==> src/rtl/hazard_ctrl_if.sv <==
// Decode/EX/MEM hazard inputs and pipeline-register control outputs of hazard_ctrl.
// Pure wiring, no latency; the pipeline drives the master side, hazard_ctrl the slave side.
interface hazard_ctrl_if #(
    parameter int CNT_W = 32
);
    logic [4:0]       rs1_l1;
    logic [4:0]       rs2_l1;
    logic             use_rs1_l1;
    logic             use_rs2_l1;
    logic [4:0]       rd_l2;
    logic             ins_load_l2;
    logic             jump_l2;
    logic             dmem_req_l3;
    logic             dmem_ready;
    logic             err_clr;

    logic             block_pc;
    logic             block_l1;
    logic             block_l2;
    logic             block_l3;
    logic             clear_l1;
    logic             clear_l2;
    logic             clear_l3;
    logic             clear_l4;
    logic             halted;
    logic [CNT_W-1:0] stall_cnt;
    logic [CNT_W-1:0] flush_cnt;

    modport master (
        output rs1_l1, rs2_l1, use_rs1_l1, use_rs2_l1, rd_l2, ins_load_l2,
               jump_l2, dmem_req_l3, dmem_ready, err_clr,
        input  block_pc, block_l1, block_l2, block_l3,
               clear_l1, clear_l2, clear_l3, clear_l4,
               halted, stall_cnt, flush_cnt
    );

    modport slave (
        input  rs1_l1, rs2_l1, use_rs1_l1, use_rs2_l1, rd_l2, ins_load_l2,
               jump_l2, dmem_req_l3, dmem_ready, err_clr,
        output block_pc, block_l1, block_l2, block_l3,
               clear_l1, clear_l2, clear_l3, clear_l4,
               halted, stall_cnt, flush_cnt
    );
endinterface

==> src/rtl/hazard_ctrl.sv <==
// 5-stage pipeline hazard control: dmem-wait stall, jump flush, load-use bubble, timeout halt.
// Block/clear outputs are combinational (same cycle); FSM and saturating counters are registered.
module hazard_ctrl #(
    parameter int MEM_TIMEOUT = 64,
    parameter int CNT_W       = 32
) (
    input  logic          clk,
    input  logic          rst,
    hazard_ctrl_if.slave  hif
);
    localparam logic [1:0] ST_RUN      = 2'd0;
    localparam logic [1:0] ST_MEM_WAIT = 2'd1;
    localparam logic [1:0] ST_TIMEOUT  = 2'd2;

    localparam int              WAIT_W    = $clog2(MEM_TIMEOUT + 1);
    localparam logic [WAIT_W-1:0] WAIT_LAST = WAIT_W'(MEM_TIMEOUT - 1);

    logic [1:0]        state_q, state_d;
    logic [WAIT_W-1:0] wait_cnt_q, wait_cnt_d;
    logic [CNT_W-1:0]  stall_cnt_q, stall_cnt_d;
    logic [CNT_W-1:0]  flush_cnt_q, flush_cnt_d;

    logic mem_stall;
    logic load_use;
    logic in_timeout;
    logic do_jump;
    logic blk_pc, blk_l1, blk_l2, blk_l3;
    logic clr_l1, clr_l2, clr_l4;

    assign in_timeout = (state_q == ST_TIMEOUT);
    assign mem_stall  = ~in_timeout & hif.dmem_req_l3 & ~hif.dmem_ready;
    assign load_use   = hif.ins_load_l2 & (hif.rd_l2 != 5'd0) &
                        ((hif.use_rs1_l1 & (hif.rs1_l1 == hif.rd_l2)) |
                         (hif.use_rs2_l1 & (hif.rs2_l1 == hif.rd_l2)));

    // One action per cycle; everything is suppressed while reset is held.
    always_comb begin
        blk_pc  = 1'b0;
        blk_l1  = 1'b0;
        blk_l2  = 1'b0;
        blk_l3  = 1'b0;
        clr_l1  = 1'b0;
        clr_l2  = 1'b0;
        clr_l4  = 1'b0;
        do_jump = 1'b0;
        if (rst) begin
            blk_pc = 1'b0;
        end else if (in_timeout || mem_stall) begin
            blk_pc = 1'b1;
            blk_l1 = 1'b1;
            blk_l2 = 1'b1;
            blk_l3 = 1'b1;
            clr_l4 = 1'b1;
        end else if (hif.jump_l2) begin
            clr_l1  = 1'b1;
            clr_l2  = 1'b1;
            do_jump = 1'b1;
        end else if (load_use) begin
            blk_pc = 1'b1;
            blk_l1 = 1'b1;
            clr_l2 = 1'b1;
        end
    end

    always_comb begin
        state_d    = state_q;
        wait_cnt_d = wait_cnt_q;
        case (state_q)
            ST_RUN: begin
                if (mem_stall) begin
                    state_d    = ST_MEM_WAIT;
                    wait_cnt_d = WAIT_W'(1);
                end
            end
            ST_MEM_WAIT: begin
                if (hif.dmem_ready) begin
                    state_d    = ST_RUN;
                    wait_cnt_d = '0;
                end else if (wait_cnt_q == WAIT_LAST) begin
                    state_d = ST_TIMEOUT;
                end else begin
                    wait_cnt_d = wait_cnt_q + WAIT_W'(1);
                end
            end
            ST_TIMEOUT: begin
                if (hif.err_clr) begin
                    state_d    = ST_RUN;
                    wait_cnt_d = '0;
                end
            end
            default: begin
                state_d    = ST_RUN;
                wait_cnt_d = '0;
            end
        endcase
    end

    always_comb begin
        stall_cnt_d = stall_cnt_q;
        flush_cnt_d = flush_cnt_q;
        if (blk_pc && (stall_cnt_q != {CNT_W{1'b1}})) begin
            stall_cnt_d = stall_cnt_q + CNT_W'(1);
        end
        if (do_jump && (flush_cnt_q != {CNT_W{1'b1}})) begin
            flush_cnt_d = flush_cnt_q + CNT_W'(1);
        end
    end

    always_ff @(posedge clk) begin
        if (rst) begin
            state_q     <= ST_RUN;
            wait_cnt_q  <= '0;
            stall_cnt_q <= '0;
            flush_cnt_q <= '0;
        end else begin
            state_q     <= state_d;
            wait_cnt_q  <= wait_cnt_d;
            stall_cnt_q <= stall_cnt_d;
            flush_cnt_q <= flush_cnt_d;
        end
    end

    assign hif.block_pc  = blk_pc;
    assign hif.block_l1  = blk_l1;
    assign hif.block_l2  = blk_l2;
    assign hif.block_l3  = blk_l3;
    assign hif.clear_l1  = clr_l1;
    assign hif.clear_l2  = clr_l2;
    assign hif.clear_l3  = 1'b0;
    assign hif.clear_l4  = clr_l4;
    assign hif.halted    = in_timeout & ~rst;
    assign hif.stall_cnt = stall_cnt_q;
    assign hif.flush_cnt = flush_cnt_q;
endmodule

==> src/flat_wrapper.sv <==
// flat-port wrapper written by rule: the top's interface ports become plain ports
module hazard_ctrl_flat 
#(
    parameter int MEM_TIMEOUT = 64,
    parameter int CNT_W       = 32
)
  (clk, rst, hif_rs1_l1, hif_rs2_l1, hif_use_rs1_l1, hif_use_rs2_l1, hif_rd_l2, hif_ins_load_l2, hif_jump_l2, hif_dmem_req_l3, hif_dmem_ready, hif_err_clr, hif_block_pc, hif_block_l1, hif_block_l2, hif_block_l3, hif_clear_l1, hif_clear_l2, hif_clear_l3, hif_clear_l4, hif_halted, hif_stall_cnt, hif_flush_cnt);
  hazard_ctrl_if #(.CNT_W(CNT_W)) hif_i ();
  input  logic clk;
  input  logic rst;
  input wire logic [$bits(hif_i.rs1_l1)-1:0] hif_rs1_l1;
  input wire logic [$bits(hif_i.rs2_l1)-1:0] hif_rs2_l1;
  input wire logic [$bits(hif_i.use_rs1_l1)-1:0] hif_use_rs1_l1;
  input wire logic [$bits(hif_i.use_rs2_l1)-1:0] hif_use_rs2_l1;
  input wire logic [$bits(hif_i.rd_l2)-1:0] hif_rd_l2;
  input wire logic [$bits(hif_i.ins_load_l2)-1:0] hif_ins_load_l2;
  input wire logic [$bits(hif_i.jump_l2)-1:0] hif_jump_l2;
  input wire logic [$bits(hif_i.dmem_req_l3)-1:0] hif_dmem_req_l3;
  input wire logic [$bits(hif_i.dmem_ready)-1:0] hif_dmem_ready;
  input wire logic [$bits(hif_i.err_clr)-1:0] hif_err_clr;
  output wire logic [$bits(hif_i.block_pc)-1:0] hif_block_pc;
  output wire logic [$bits(hif_i.block_l1)-1:0] hif_block_l1;
  output wire logic [$bits(hif_i.block_l2)-1:0] hif_block_l2;
  output wire logic [$bits(hif_i.block_l3)-1:0] hif_block_l3;
  output wire logic [$bits(hif_i.clear_l1)-1:0] hif_clear_l1;
  output wire logic [$bits(hif_i.clear_l2)-1:0] hif_clear_l2;
  output wire logic [$bits(hif_i.clear_l3)-1:0] hif_clear_l3;
  output wire logic [$bits(hif_i.clear_l4)-1:0] hif_clear_l4;
  output wire logic [$bits(hif_i.halted)-1:0] hif_halted;
  output wire logic [$bits(hif_i.stall_cnt)-1:0] hif_stall_cnt;
  output wire logic [$bits(hif_i.flush_cnt)-1:0] hif_flush_cnt;
  assign hif_i.rs1_l1 = hif_rs1_l1;
  assign hif_i.rs2_l1 = hif_rs2_l1;
  assign hif_i.use_rs1_l1 = hif_use_rs1_l1;
  assign hif_i.use_rs2_l1 = hif_use_rs2_l1;
  assign hif_i.rd_l2 = hif_rd_l2;
  assign hif_i.ins_load_l2 = hif_ins_load_l2;
  assign hif_i.jump_l2 = hif_jump_l2;
  assign hif_i.dmem_req_l3 = hif_dmem_req_l3;
  assign hif_i.dmem_ready = hif_dmem_ready;
  assign hif_i.err_clr = hif_err_clr;
  assign hif_block_pc = hif_i.block_pc;
  assign hif_block_l1 = hif_i.block_l1;
  assign hif_block_l2 = hif_i.block_l2;
  assign hif_block_l3 = hif_i.block_l3;
  assign hif_clear_l1 = hif_i.clear_l1;
  assign hif_clear_l2 = hif_i.clear_l2;
  assign hif_clear_l3 = hif_i.clear_l3;
  assign hif_clear_l4 = hif_i.clear_l4;
  assign hif_halted = hif_i.halted;
  assign hif_stall_cnt = hif_i.stall_cnt;
  assign hif_flush_cnt = hif_i.flush_cnt;
  hazard_ctrl #(.MEM_TIMEOUT(MEM_TIMEOUT), .CNT_W(CNT_W)) u_core (.clk(clk), .rst(rst), .hif(hif_i));
endmodule
==> config.mk <==
export PLATFORM = sky130hd
export DESIGN_NAME = hazard_ctrl_flat
export DESIGN_NICKNAME = d
export VERILOG_FILES = /design/src/rtl/hazard_ctrl_if.sv /design/src/rtl/hazard_ctrl.sv /design/src/flat_wrapper.sv
export SDC_FILE = /design/constraint.sdc
export NUM_CORES = 1
export LEC_CHECK = 0
export CELL_PAD_IN_SITES_DETAIL_PLACEMENT = 1
export CELL_PAD_IN_SITES_GLOBAL_PLACEMENT = 2
export CORE_ASPECT_RATIO = 0.8
export CORE_MARGIN = 2
export CORE_UTILIZATION = 28
export DETAILED_ROUTE_END_ITERATION = 10
export PLACE_DENSITY_LB_ADDON = 0.1
export SLEW_MARGIN = 10
export SYNTH_ARGS = -nofsm -noshare
export SYNTH_HDL_FRONTEND = slang
export SYNTH_SLANG_ARGS = --single-unit
export TNS_END_PERCENT = 20
==> constraint.sdc <==
create_clock -name clk -period 2.2 [get_ports clk]
set_input_delay 0.22 -clock clk [delete_from_list [all_inputs] [get_ports clk]]
set_output_delay 0.22 -clock clk [all_outputs]
set_load 0.02 [all_outputs]
=== Yosys cells after proc, flatten, opt, wreduce, memory -nomap -nowiden ===
Cells that the tools add are included.

* Flip-flop bits (word level): 73
* Input bits: 24
* Output and inout port bits: 73
* Logic and storage cells: 58

* $add $sub $neg: 3
* Equal/unequal tests: 11
* Mux-type cells: 22
* Bitwise operators: 11
* Reduce and logical (&&, ||, !) cells: 7

{| class="wikitable"
|+ Operators by type and width
! cell !! number
|-
| $add 32x1->32 const B || 2
|-
| $ne 32x32->1 const B || 2
|-
| $mux 7 || 4
|-
| $pmux 7 s3 || 1
|-
| $mux 1 || 12
|-
| $eq 5x5->1 || 2
|-
| $mux 2 || 4
|-
| $add 7x1->7 const B || 1
|-
| $and 1x1->1 || 7
|-
| $eq 7x6->1 const B || 1
|-
| $pmux 2 s3 || 1
|-
| $reduce_and 3->1 || 2
|-
| $reduce_bool 5->1 || 1
|-
| $ne 3x2->1 const B || 1
|-
| $ne 3x3->1 const B || 1
|-
| $not 1->1 || 3
|-
| $eq 2x1->1 const B || 1
|-
| $eq 2x2->1 const B || 1
|-
| $logic_and 1x1->1 || 2
|-
| $logic_not 2->1 || 1
|-
| $ne 2x1->1 const B || 1
|-
| $ne 2x2->1 const B || 1
|-
| $logic_or 1x1->1 || 1
|-
| $or 1x1->1 || 1
|}

=== Longest topological paths before layout ===
* Depth after elaboration: 9
* Depth in mapped cells: 9
* Depth with buffers taken out: 7

=== Worst setup path before layout ===
Ideal clock, no wire load.

* Kind: reg2reg
* Start point: register u_core.stall_cnt_q[0] (netlist: u_core.hif.stall_cnt[0])
* End point: register u_core.stall_cnt_q[1] (netlist: u_core.hif.stall_cnt[1])
* Setup time: 0.128 ns
* Arrival: 1.968 ns
* Required time: 2.072 ns
* Path slack: 0.105 ns
* Stages on the path, launching flop included: 10
* Buffers on the path: 2
* Clock period less this slack: 2.095 ns
* Cell sequence: dfxtp_1 -> ha_1 -> nand2_1 -> nor4_4 -> nand3_1 -> o211ai_2 -> buf_6 -> buf_8 -> mux2i_1 -> nor2_1

* Cells in the longest elaborated chain, start to end: 2

{| class="wikitable"
|+ Ends and longest elaborated chain
! element !! line !! RTL
|-
| from (decl) || hazard_ctrl.sv:20 || <nowiki>logic [CNT_W-1:0] stall_cnt_q, stall_cnt_d;</nowiki>
|-
| from (signal assigned) || hazard_ctrl.sv:118 || <nowiki>stall_cnt_q <= stall_cnt_d;</nowiki>
|-
| parallel branches: the longest is 2 deep, another holds $add 32x1->32 || - ||
|}

Parallel ways; which one is timed is not known.
A chain may end at the register's enable or synchronous reset.

=== Worst setup path in the final report ===
* Start point: input hif_rd_l2[4]
* End point: output hif_block_l1

* Cells in the longest elaborated chain, start to end: 8

{| class="wikitable"
|+ Ends and longest elaborated chain
! element !! line !! RTL
|-
| from (decl) || flat_wrapper.sv:15 || <nowiki>input wire logic [$bits(hif_i.rd_l2)-1:0] hif_rd_l2;</nowiki>
|-
| $eq 5x5->1 (on tied branches) || hazard_ctrl.sv:33, hazard_ctrl.sv:34 ||
|-
| $and 1x1->1 (on tied branches) || hazard_ctrl.sv:33, hazard_ctrl.sv:34 ||
|-
| $or 1x1->1 || hazard_ctrl.sv:33 || <nowiki>((hif.use_rs1_l1 & (hif.rs1_l1 == hif.rd_l2)) |</nowiki>
|-
| $and 1x1->1 * || hazard_ctrl.sv:32 || <nowiki>assign load_use = hif.ins_load_l2 & (hif.rd_l2 != 5'd0) &</nowiki>
|-
| $mux 1 * || hazard_ctrl.sv:58 || <nowiki>end else if (load_use) begin</nowiki>
|-
| $mux 1 * || hazard_ctrl.sv:54 || <nowiki>end else if (hif.jump_l2) begin</nowiki>
|-
| $mux 1 * || hazard_ctrl.sv:48 || <nowiki>end else if (in_timeout || mem_stall) begin</nowiki>
|-
| $mux 1 * || hazard_ctrl.sv:46 || <nowiki>if (rst) begin</nowiki>
|-
| to (decl) || flat_wrapper.sv:22 || <nowiki>output wire logic [$bits(hif_i.block_l1)-1:0] hif_block_l1;</nowiki>
|}

Mark *: on every way between the ends. The rest lies on a longest branch, timed or not.

==> flow_summary.json <==
{
  "power.total_mw": 2.99,
  "cp-start-kind": "input port",
  "area_growth_pct": 44.8,
  "cp_max_fo": 3,
  "ys_seq_area_share_pct": 38.7,
  "drt_iter0_drc": 122,
  "dr.pass1.iters": 4,
  "antenna_cells": 0,
  "grt_use_total_pct": 17.1,
  "final-hold-violation-count": 0,
  "period_share_pct": 97.1,
  "core_area_um2": 13000,
  "htree_levels": 3,
  "cap_violations": 0,
  "dp_hpwl_um": 8780,
  "worstPathBufferInverterCount": 2,
  "avgRoutedWirePerCell_um": 15.3,
  "status": "finished clean",
  "fin_tns_setup_ns": 0,
  "cpLargestDelayFamily": "buffers and inverters",
  "wl_um": 11700,
  "io_pins": 97,
  "drive_above_1_share_pct": 13.4,
  "dieArea_um2": 14400,
  "synth_most_common_cell": "dfxtp_1",
  "insertion_delay_ns": 0.34,
  "setup-violations-final": 0,
  "cts_root_buf": "clkbuf_16",
  "place_area_um2": 5180,
  "synth_area_um2": 3780,
  "fin_skew_ns": 0.00741,
  "synthTopCellsByCount": "73 x dfxtp_1, 47 x nor2_1, 36 x a21oi_1, 31 x nand3_1, 26 x nand2_1",
  "r2r_slack_ns": 0.17,
  "synth_seq_cells": 73,
  "fin_nets": 611,
  "hold_path.class": "input port to register",
  "first_global_vias": 3999,
  "synth_top_area_cell": "dfxtp_1",
  "arrival_ns": 1.92,
  "grt_pass1_wl_um": 19700,
  "postSynthAreaPerCell_um2": 8.35,
  "worst_pin_slew_ns": 0.556,
  "fillers": 1532,
  "ant_nets": 0,
  "via_per_inst": 5.04,
  "place_congestion": 0.772,
  "synth_top_area_share_pct": 38.7,
  "p_leak_nw": 1.91,
  "async_flop_share_pct": 0,
  "power_density_nw_per_um2": 547,
  "portBuffers": 95,
  "critPathKind": "input port to output port",
  "antenna_found_initial": 0,
  "cts_sinks": 73,
  "ys_types": 48,
  "slowest_delay_ns": 0.48,
  "fin_util_pct": 42.0,
  "gr-total-overflow": 0,
  "drv_slew": 0,
  "syn-num-nets": 479,
  "cts_buffers": 9,
  "start_util_pct": 29.0,
  "cts.path.max_buffers": 2,
  "ys.flop_type": "dfxtp_1",
  "die_h_um": 108,
  "num_rows": 37,
  "syn_inst": 452,
  "rsz0062_at_grt": "false",
  "stdcell_area_um2": 5470,
  "ys_warn_count": 0,
  "drc_errors": 0,
  "vias": 3852,
  "period_needed_ns": 2.14,
  "worstSetupEndpointType": "output port",
  "grt_max_degree": 51,
  "tritoncts": "built",
  "worstPathRequired_ns": 1.98,
  "post_cts_buffers": 0,
  "clk_pin_slew_ns": 0.05,
  "crit_chain": "clkdlybuf4s50_1 > or4_1 > o21a_1 > a31o_2 > dlygate4sd2_1",
  "slew-limit-headroom_pct": 63.0,
  "fmax_mhz": 468,
  "synthTopCellsByArea": "dfxtp_1 39%, xnor2_1 5.1%, xor2_1 5.1%, a21oi_1 4.8%, nor2_1 4.7%",
  "fp.dieW_um": 134,
  "crit_path_top_delay_cell": "clkdlybuf4s50_1",
  "synth_edf_count": 0,
  "ir_worst_vdd_mv": 0.349
}
placed cells by master, fill, tap and decap left out, types with 8 or more instances in the layout:
cell             instances
o31ai_1                  8
nor3_1                   8
nand3_1                 31
buf_4                   47
dfxtp_1                 68
o21ai_1                 12
nor2_1                  47
or3_1                   24
and3_1                  12
clkdlybuf4s50_1         84
nand2_1                 26
and4_1                  11
a21oi_1                 36
nand4_1                 24
xnor2_1                 22
o21ai_0                 13
or4_1                    9
xor2_1                  22
clkbuf_16                9
cell type report:
class                           count  area [µm²]  area share, %
Multi-Input combinational cell    352        2170           39.6
Sequential cell                    73        1470           26.8
Timing Repair Buffer              143        1320           24.1
Clock buffer                       13         260           4.76
Tap cell                          175         219           4.01
Inverter                            5        18.8          0.343
Clock inverter                      3        15.0          0.275
per-stage QoR:
stage	std cells	setup WS [ns]	hold WS, ns
floorplan	452	0.105	0.409
global placement	748	-0.244	0.473
detailed placement	748	-0.276	0.481
CTS	764	-0.0214	0.140
global route	764	0.00149	0.159
finish	764	0.0632	0.149
final timing paths:
path	start	end	cells after the start
hold reg to reg	u_core.wait_cnt_q[6]	u_core.wait_cnt_q[6]	1
setup reg to reg	u_core.hif.stall_cnt[14]	u_core.hif.stall_cnt[31]	7
hold / removal	rst	u_core.hif.stall_cnt[2]	2
setup / recovery	hif_rd_l2[4]	hif_block_l1	5
registers in the layout, summed over array words and instances (netlist names):
signal                count
u_core.hif.stall_cnt     32
u_core.wait_cnt_q         7
u_core.state_q            2
u_core.hif.flush_cnt     32
where the power goes:
part	leakage, nW	total (mW)	switching (mW)	internal (mW)
Combinational	1.18	0.266	0.139	0.127
Clock	0.139	1.38	0.559	0.820
Sequential	0.591	1.35	0.0123	1.33
metal layers:
layer / share of wire [%] / wire length (µm) / up-vias / track usage (%)
li1: - / - / 1909 / -
met1: 50 / 5870 / 1879 / 23.1
met2: 45 / 5300 / 54 / 26.8
met3: 3.7 / 437 / 10 / 4.80
met4: 0.95 / 111 / 0 / 4.48
met5: 0 / 0 / - / 0
worst reg2reg max path, cell delays in order (launching register included):
cell,delay (ns)
dfxtp_1,0.33
and4_1,0.24
and3_1,0.22
nand3_1,0.20
o211ai_4,0.14
buf_12,0.17
or4_1,0.50
a21oi_1,0.15
cells by family (layout without fill, tap and decap cells):
kind of cell               after synthesis  in the layout  share of synthesized area [%]
buffers and inverters                   27            164                           4.31
muxes                                    2              2                          0.530
other                                    1              1                         0.0993
AOI/OAI and AO/OA                       83             83                           12.7
and+or+nand+nor                        219            219                           32.4
xor gates and xnor gates                44             44                           10.2
adders and majority gates                3              3                          0.994
DFF                                     73             73                           38.7
what timing repair did:
action	in CTS	in global routing
gates cloned	0	0
setup endpoints to repair	7	11
pin swaps	0	0
resized for setup	9	9
hold buffers	0	0
hold endpoints to repair	0	0
Power figures use the tool's default switching activity.
==> RTL change 1: new RTL, same settings <==
`CNT_W` is set to 32 in 3 places; all go to 16.
--- a/src/rtl/hazard_ctrl_if.sv
+++ b/src/rtl/hazard_ctrl_if.sv
@@ -2,5 +2,5 @@
 // Pure wiring, no latency; the pipeline drives the master side, hazard_ctrl the slave side.
 interface hazard_ctrl_if #(
-    parameter int CNT_W = 32
+    parameter int CNT_W = 16
 );
     logic [4:0]       rs1_l1;
--- a/src/rtl/hazard_ctrl.sv
+++ b/src/rtl/hazard_ctrl.sv
@@ -3,5 +3,5 @@
 module hazard_ctrl #(
     parameter int MEM_TIMEOUT = 64,
-    parameter int CNT_W       = 32
+    parameter int CNT_W       = 16
 ) (
     input  logic          clk,
--- a/src/flat_wrapper.sv
+++ b/src/flat_wrapper.sv
@@ -3,5 +3,5 @@
 #(
     parameter int MEM_TIMEOUT = 64,
-    parameter int CNT_W       = 32
+    parameter int CNT_W       = 16
 )
   (clk, rst, hif_rs1_l1, hif_rs2_l1, hif_use_rs1_l1, hif_use_rs2_l1, hif_rd_l2, hif_ins_load_l2, hif_jump_l2, hif_dmem_req_l3, hif_dmem_ready, hif_err_clr, hif_block_pc, hif_block_l1, hif_block_l2, hif_block_l3, hif_clear_l1, hif_clear_l2, hif_clear_l3, hif_clear_l4, hif_halted, hif_stall_cnt, hif_flush_cnt);
Interface: changed (resized hif_flush_cnt and hif_stall_cnt); port bits go from 97 to 65. The function was not compared with the original's and may differ.
==> RTL change 1 against the unedited design <==
Clock power fell by 46%; sequential cell count is 32 lower; critical path depth increased by 1; design area decreased by 42%; global-route usage down 0.86 points; routed wire length is 44% lower; via count down 42%; clock skew grew 0.0029 ns; largest cell class unchanged; total power fell by 42%; worst setup slack got worse by 0.013 ns; synthesized area fell by 42%; register-to-register slack gained 0.06 ns; sequential power is 44% lower; count of clock-buffer cells in the layout decreased by 8.
==> RTL change 1: results (changes against the unedited design) <==
{| class="wikitable"
! Metric !! Value
|-
| Result of the run || completed
|-
| Number of register bits inferred by synthesis || 41 (-44%)
|-
| Total power of the final layout || 0.001741 W (-42%)
|-
| Clock latency on the worst-skew pair || 0.30 ns (-0.04 ns)
|-
| Most frequent cells after synthesis || dfxtp_1, nor2_1, a21oi_1
|-
| Area of combinational cells with multiple inputs || 0.001280 sq mm (-41%)
|-
| Largest stage delay, worst path || 0.55 ns (+0.07 ns)
|-
| Fraction of layout instances using a drive strength above 1 || 12.17% (-1.2 points)
|-
| Resized Gates After CTS || 14 (+5)
|-
| Worst Skew || 0.01033 ns (+0.002918 ns)
|-
| Met1 layer wirelength in the final routing || 3.353 mm (-43%)
|-
| Hold Path Origin || u_core.wait_cnt_q[6]
|-
| Total routing usage reported by global routing || 16.24% (-0.86 points)
|-
| Cell class contributing the biggest share of worst-path delay || simple AND/OR/NAND/NOR gates
|-
| Sequential-cell power consumption || 0.000760 W (-44%)
|-
| Multi-input logic cell count || 195 (-45%)
|-
| Number of inserted filler cells in the final layout || 886 (-42%)
|-
| Flip-flop and latch share of the layout cell area || 25.79% (-1.1 points)
|-
| R2R Path End || u_core.wait_cnt_q[0]
|-
| Final Instance Count excl. Fillers || 442 (-42%)
|-
| Pin count of the biggest net entering global routing || 32 (-37%)
|-
| Sequential cell area fraction in the yosys report || 37.21% (-1.5 points)
|-
| Unique cell type count in the Yosys netlist || 49 (+2.1%)
|-
| Average wire per cell in the routed design || 14.94 um (-2.6%)
|-
| Placed wire-length estimate || 5.009 mm (-43%)
|-
| Global-route wire length before repair || 11.23 mm (-43%)
|-
| Non-clock buffer contribution to total cell area || 24.49% (+0.34 points)
|-
| Net Count, Synth || 286 (-40%)
|-
| Post-synthesis cell count || 259 (-43%)
|-
| Non-clock buffers || 84 (-41%)
|-
| Cell area reported after detailed placement || 0.003032 sq mm (-41%)
|-
| DR WL met3 || 168 um (-62%)
|-
| Worst Hold Class || register to register
|-
| Master of the slowest instance on the critical path || or4_4
|-
| Post-route core utilization || 42.26% (+0.24 points)
|-
| Met2 Usage GRT || 24.91% (-1.9 points)
|-
| Drt via density || 5.048 (+0.11%)
|-
| Detail Route met2 WL || 3.048 mm (-42%)
|-
| Layout clock area frac || 4.324% (-0.71 points)
|-
| Worst hold slack after final layout || 0.4580 ns (+0.3087 ns)
|}
==> RTL change 1: changes by cell type after synthesis, sizes merged, moves of 12 or more <==
cell   delta
o21ai    -16
or3      -17
dfxtp    -32
a21oi    -20
nand4    -13
nor2     -21
nand2    -12
nand3    -16
==> RTL change 1: worst min-delay path, delay by kind of cell (launching register included) <==
family | cells | cell delay [ns]
DFF | 1 | 0.33
buffers and inverters | 1 | 0.05
AOI/OAI and AO/OA | 1 | 0.04
==> RTL change 1: cell families (layout without fill, tap and decap cells) <==
family / Yosys count / count (layout) / synth area share, %
AOI/OAI and AO/OA: 53 / 53 / 16.85
xor gates and xnor gates: 23 / 23 / 9.132
adders and majority gates: 3 / 3 / 1.702
buffers and inverters: 23 / 101 / 5.785
DFF: 41 / 41 / 37.21
muxes: 4 / 4 / 2.098
other: 1 / 1 / 0.1700
and+or+nand+nor: 111 / 111 / 27.06
==> RTL change 2: new RTL, same flow settings <==
Made on the original files. Reset style: asynchronous (`rst`), changed in one clocked block.
--- a/src/rtl/hazard_ctrl.sv
+++ b/src/rtl/hazard_ctrl.sv
@@ -107,5 +107,5 @@
     end
 
-    always_ff @(posedge clk) begin
+    always_ff @(posedge clk or posedge rst) begin
         if (rst) begin
             state_q     <= ST_RUN;
Behaviour: differs if rst is asserted again (counterexample within 4 cycles, from zero or initial values and one cycle with rst high); with rst held inactive, the same outputs for 10 cycles.
==> RTL change 2 against the unedited design <==
The run now ends with setup timing left; worst setup slack got worse by 0.088 ns; synthesized area down 3.5%; sequential cell count unchanged; routed wire length down 9.2%; core utilization is 2.8 points higher; design area increased by 4.8%; highest routed layer unchanged.
Power is not compared: it rests on default switching activity, and its combinational part moved more than twofold at a synthesized area within 25%.
==> RTL change 2: results (changes against the unedited design) <==
{| class="wikitable"
! Metric !! Value
|-
| Largest stage delay, worst path || 0.52 ns (+0.04 ns)
|-
| Net Count, Synth || 377 (-21%)
|-
| Routability congestion estimate || 0.7978 (+3.4%)
|-
| Fraction of layout instances using a drive strength above 1 || 23.75% (+10 points)
|-
| VDD IR-drop max || roughly 330 uV
|-
| Share of synthesized flip-flops with an asynchronous set or reset || 100.0% (+100 points)
|-
| Post-synthesis cell count || 350 (-23%)
|-
| Global-route wire length before repair || 18.12 mm (-8.1%)
|-
| Count of buffers from port buffering || 95 (unchanged)
|-
| Result of the run || finished, violations left
|-
| Clock-pin transition on the worst setup and hold timing paths || around 0.060 ns
|-
| Cell area power density || 652.8 mW/mm^2
|-
| Dominant cells by area after synthesis || dfrtp_1, xnor2_1, xor2_1
|-
| Final Setup Violations || 15 (+15)
|-
| Startpoint of the most critical setup path || u_core.hif.stall_cnt[8]
|-
| Total routing usage reported by global routing || 16.25% (-0.84 points)
|-
| Most frequent cells after synthesis || dfrtp_1, xnor2_1, nand2_1
|-
| Sequential cell area fraction in the yosys report || 50.15% (+11 points)
|-
| Antenna violation net count after detailed routing || 0 (unchanged)
|-
| Number of global-route vias before repair || 3528 (-12%)
|-
| Drt pass-1 iters || 4 (unchanged)
|-
| Maximum clock insertion buffer count || 2 (unchanged)
|-
| R2R Path End || u_core.hif.stall_cnt[16]
|-
| Total Nets Final || 540 (-12%)
|-
| Placed wire-length estimate || 8.010 mm (-8.8%)
|-
| Cell area reported after detailed placement || 0.005354 sq mm (+3.4%)
|-
| Count of antenna diodes in the layout || 0 (unchanged)
|-
| 1st-iter DRT viols || 100 (-18%)
|-
| Hold Path Origin || u_core.hif.flush_cnt[4]
|-
| Worst Hold Class || register to register
|-
| Master of the slowest instance on the critical path || or4_4
|-
| Clock Root Buffer || clkbuf_16
|-
| Max-Slew Margin vs Limit || 35.09% (-28 points)
|-
| YS warnings || 0 (unchanged)
|-
| Fin Setup TNS || -0.1546 ns (-0.1546 ns)
|-
| Critical setup path kind || register to register
|-
| Crit Path Max Fanout || 12 (+9)
|-
| Worst Reg2Reg Path Length in Cells || 8 (+1)
|-
| Drt via density || 4.593 (-8.9%)
|-
| Violations in the final reports || setup timing
|-
| Crit path setup slack, layout || -0.02462 ns (-0.08784 ns)
|-
| Number of H-tree levels || 3 (unchanged)
|-
| Number of buffers added by the clock tree synthesis step || 9 (unchanged)
|-
| Worst Skew || 0.005627 ns (-0.001784 ns)
|-
| Unique cell type count in the Yosys netlist || 42 (-13%)
|-
| Average wire per cell in the routed design || 15.35 um (about the same)
|-
| Data arrival time of the critical path || 2.42 ns (+0.50 ns)
|-
| Antenna violations before repair || 0 (unchanged)
|-
| Pin count of the biggest net entering global routing || 74 (+45%)
|-
| Clock latency on the worst-skew pair || about 0.33 ns
|-
| Static Leakage || 2.508 nW
|}
RTL change 2: changes by cell type in the layout (fill, tap and decap cells not counted), sizes merged, moves of 7 or more:
cell,change
nor2,-25
xnor2,+20
dfrtp,+73
a21oi,-32
nand2,+9
nand3,-9
dfxtp,-73
nand4,-7
clkdlybuf4s50,+8
xor2,+11
o21ai,-21
buf,+19
or3,-22
RTL change 2: kinds of logic after synthesis:
family | synth area share, %
adder cells (fa/ha/maj) | 1.031
AND/OR/NAND/NOR | 22.12
multiplexers | 0.6183
AO/OA/AOI/OAI | 5.256
other | 0.1030
XOR/XNOR | 18.04
buffers and inverters | 2.679
flip-flops | 50.15
RTL change 2: area by class of cell:
class	instances	area, sq um
inverter	8	38.79
multi-input combinational	258	1834
clock inverter	6	82.58
sequential	73	1841
timing repair buffer	163	1484
clock buffer	10	229.0
tap	175	219.0
fill	1442	7049
RTL change 2: timing repair:
item                       4_1_cts  5_1_grt
cloned                           0        0
setup endpoints to repair       36       43
gates resized for setup         12        9
setup buffers                    1        1
pin swaps                        2        2
RTL change 2: stage by stage:
stage          instances  hold WS, ns  setup slack [ns]  utilization (%)
3_5_place_dp         675       0.4896           -0.3439            41.90
3_3_place_gp         675       0.4813           -0.2988            41.90
4_1_cts              692       0.4984          -0.04519            44.70
6_report             693       0.4988          -0.02462            44.83
5_1_grt              693       0.5247           -0.1374            44.83
2_1_floorplan        350       0.2978           -0.1651                -
RTL change 2: layer usage:
| layer | vias up | routed length (um) | GRT usage (%) |
|---|---|---|---|
| met5 | - | 0 | 0 |
| met4 | 0 | 70 | 4.425 |
| met3 | 9 | 407 | 4.053 |
| met2 | 70 | 4682 | 24.50 |
| met1 | 1560 | 5477 | 23.21 |
| li1 | 1544 | - | - |
RTL change 2: critical path, delay by kind of cell (launching register included):
family                    cells  cell delay, ns
DFF                           1            0.36
buffers and inverters         2            0.28
AOI/OAI and AO/OA             1            0.20
and+or+nand+nor               4            1.09
xor gates and xnor gates      1            0.15
RTL change 2: worst min path at each step:
| stage | to | slack, ns | depth (start not counted) |
|---|---|---|---|
| floorplan | u_core.state_q[0] | 0.30 | 1 |
| global placement | u_core.hif.stall_cnt[26] | 0.48 | 1 |
| detailed placement | u_core.hif.flush_cnt[4] | 0.49 | 1 |
| CTS | u_core.hif.flush_cnt[4] | 0.50 | 1 |
| global route | u_core.hif.flush_cnt[4] | 0.52 | 1 |
| finish | u_core.hif.flush_cnt[4] | 0.50 | 1 |
RTL change 2: where the power goes:
| part | switching [W] | internal (W) | leakage [nW] |
|---|---|---|---|
| Sequential | 0.0000825 | 0.00143 | 0.966 |
| Combinational | 0.000330 | 0.000343 | 1.39 |
| Clock | 0.000568 | 0.000987 | 0.152 |
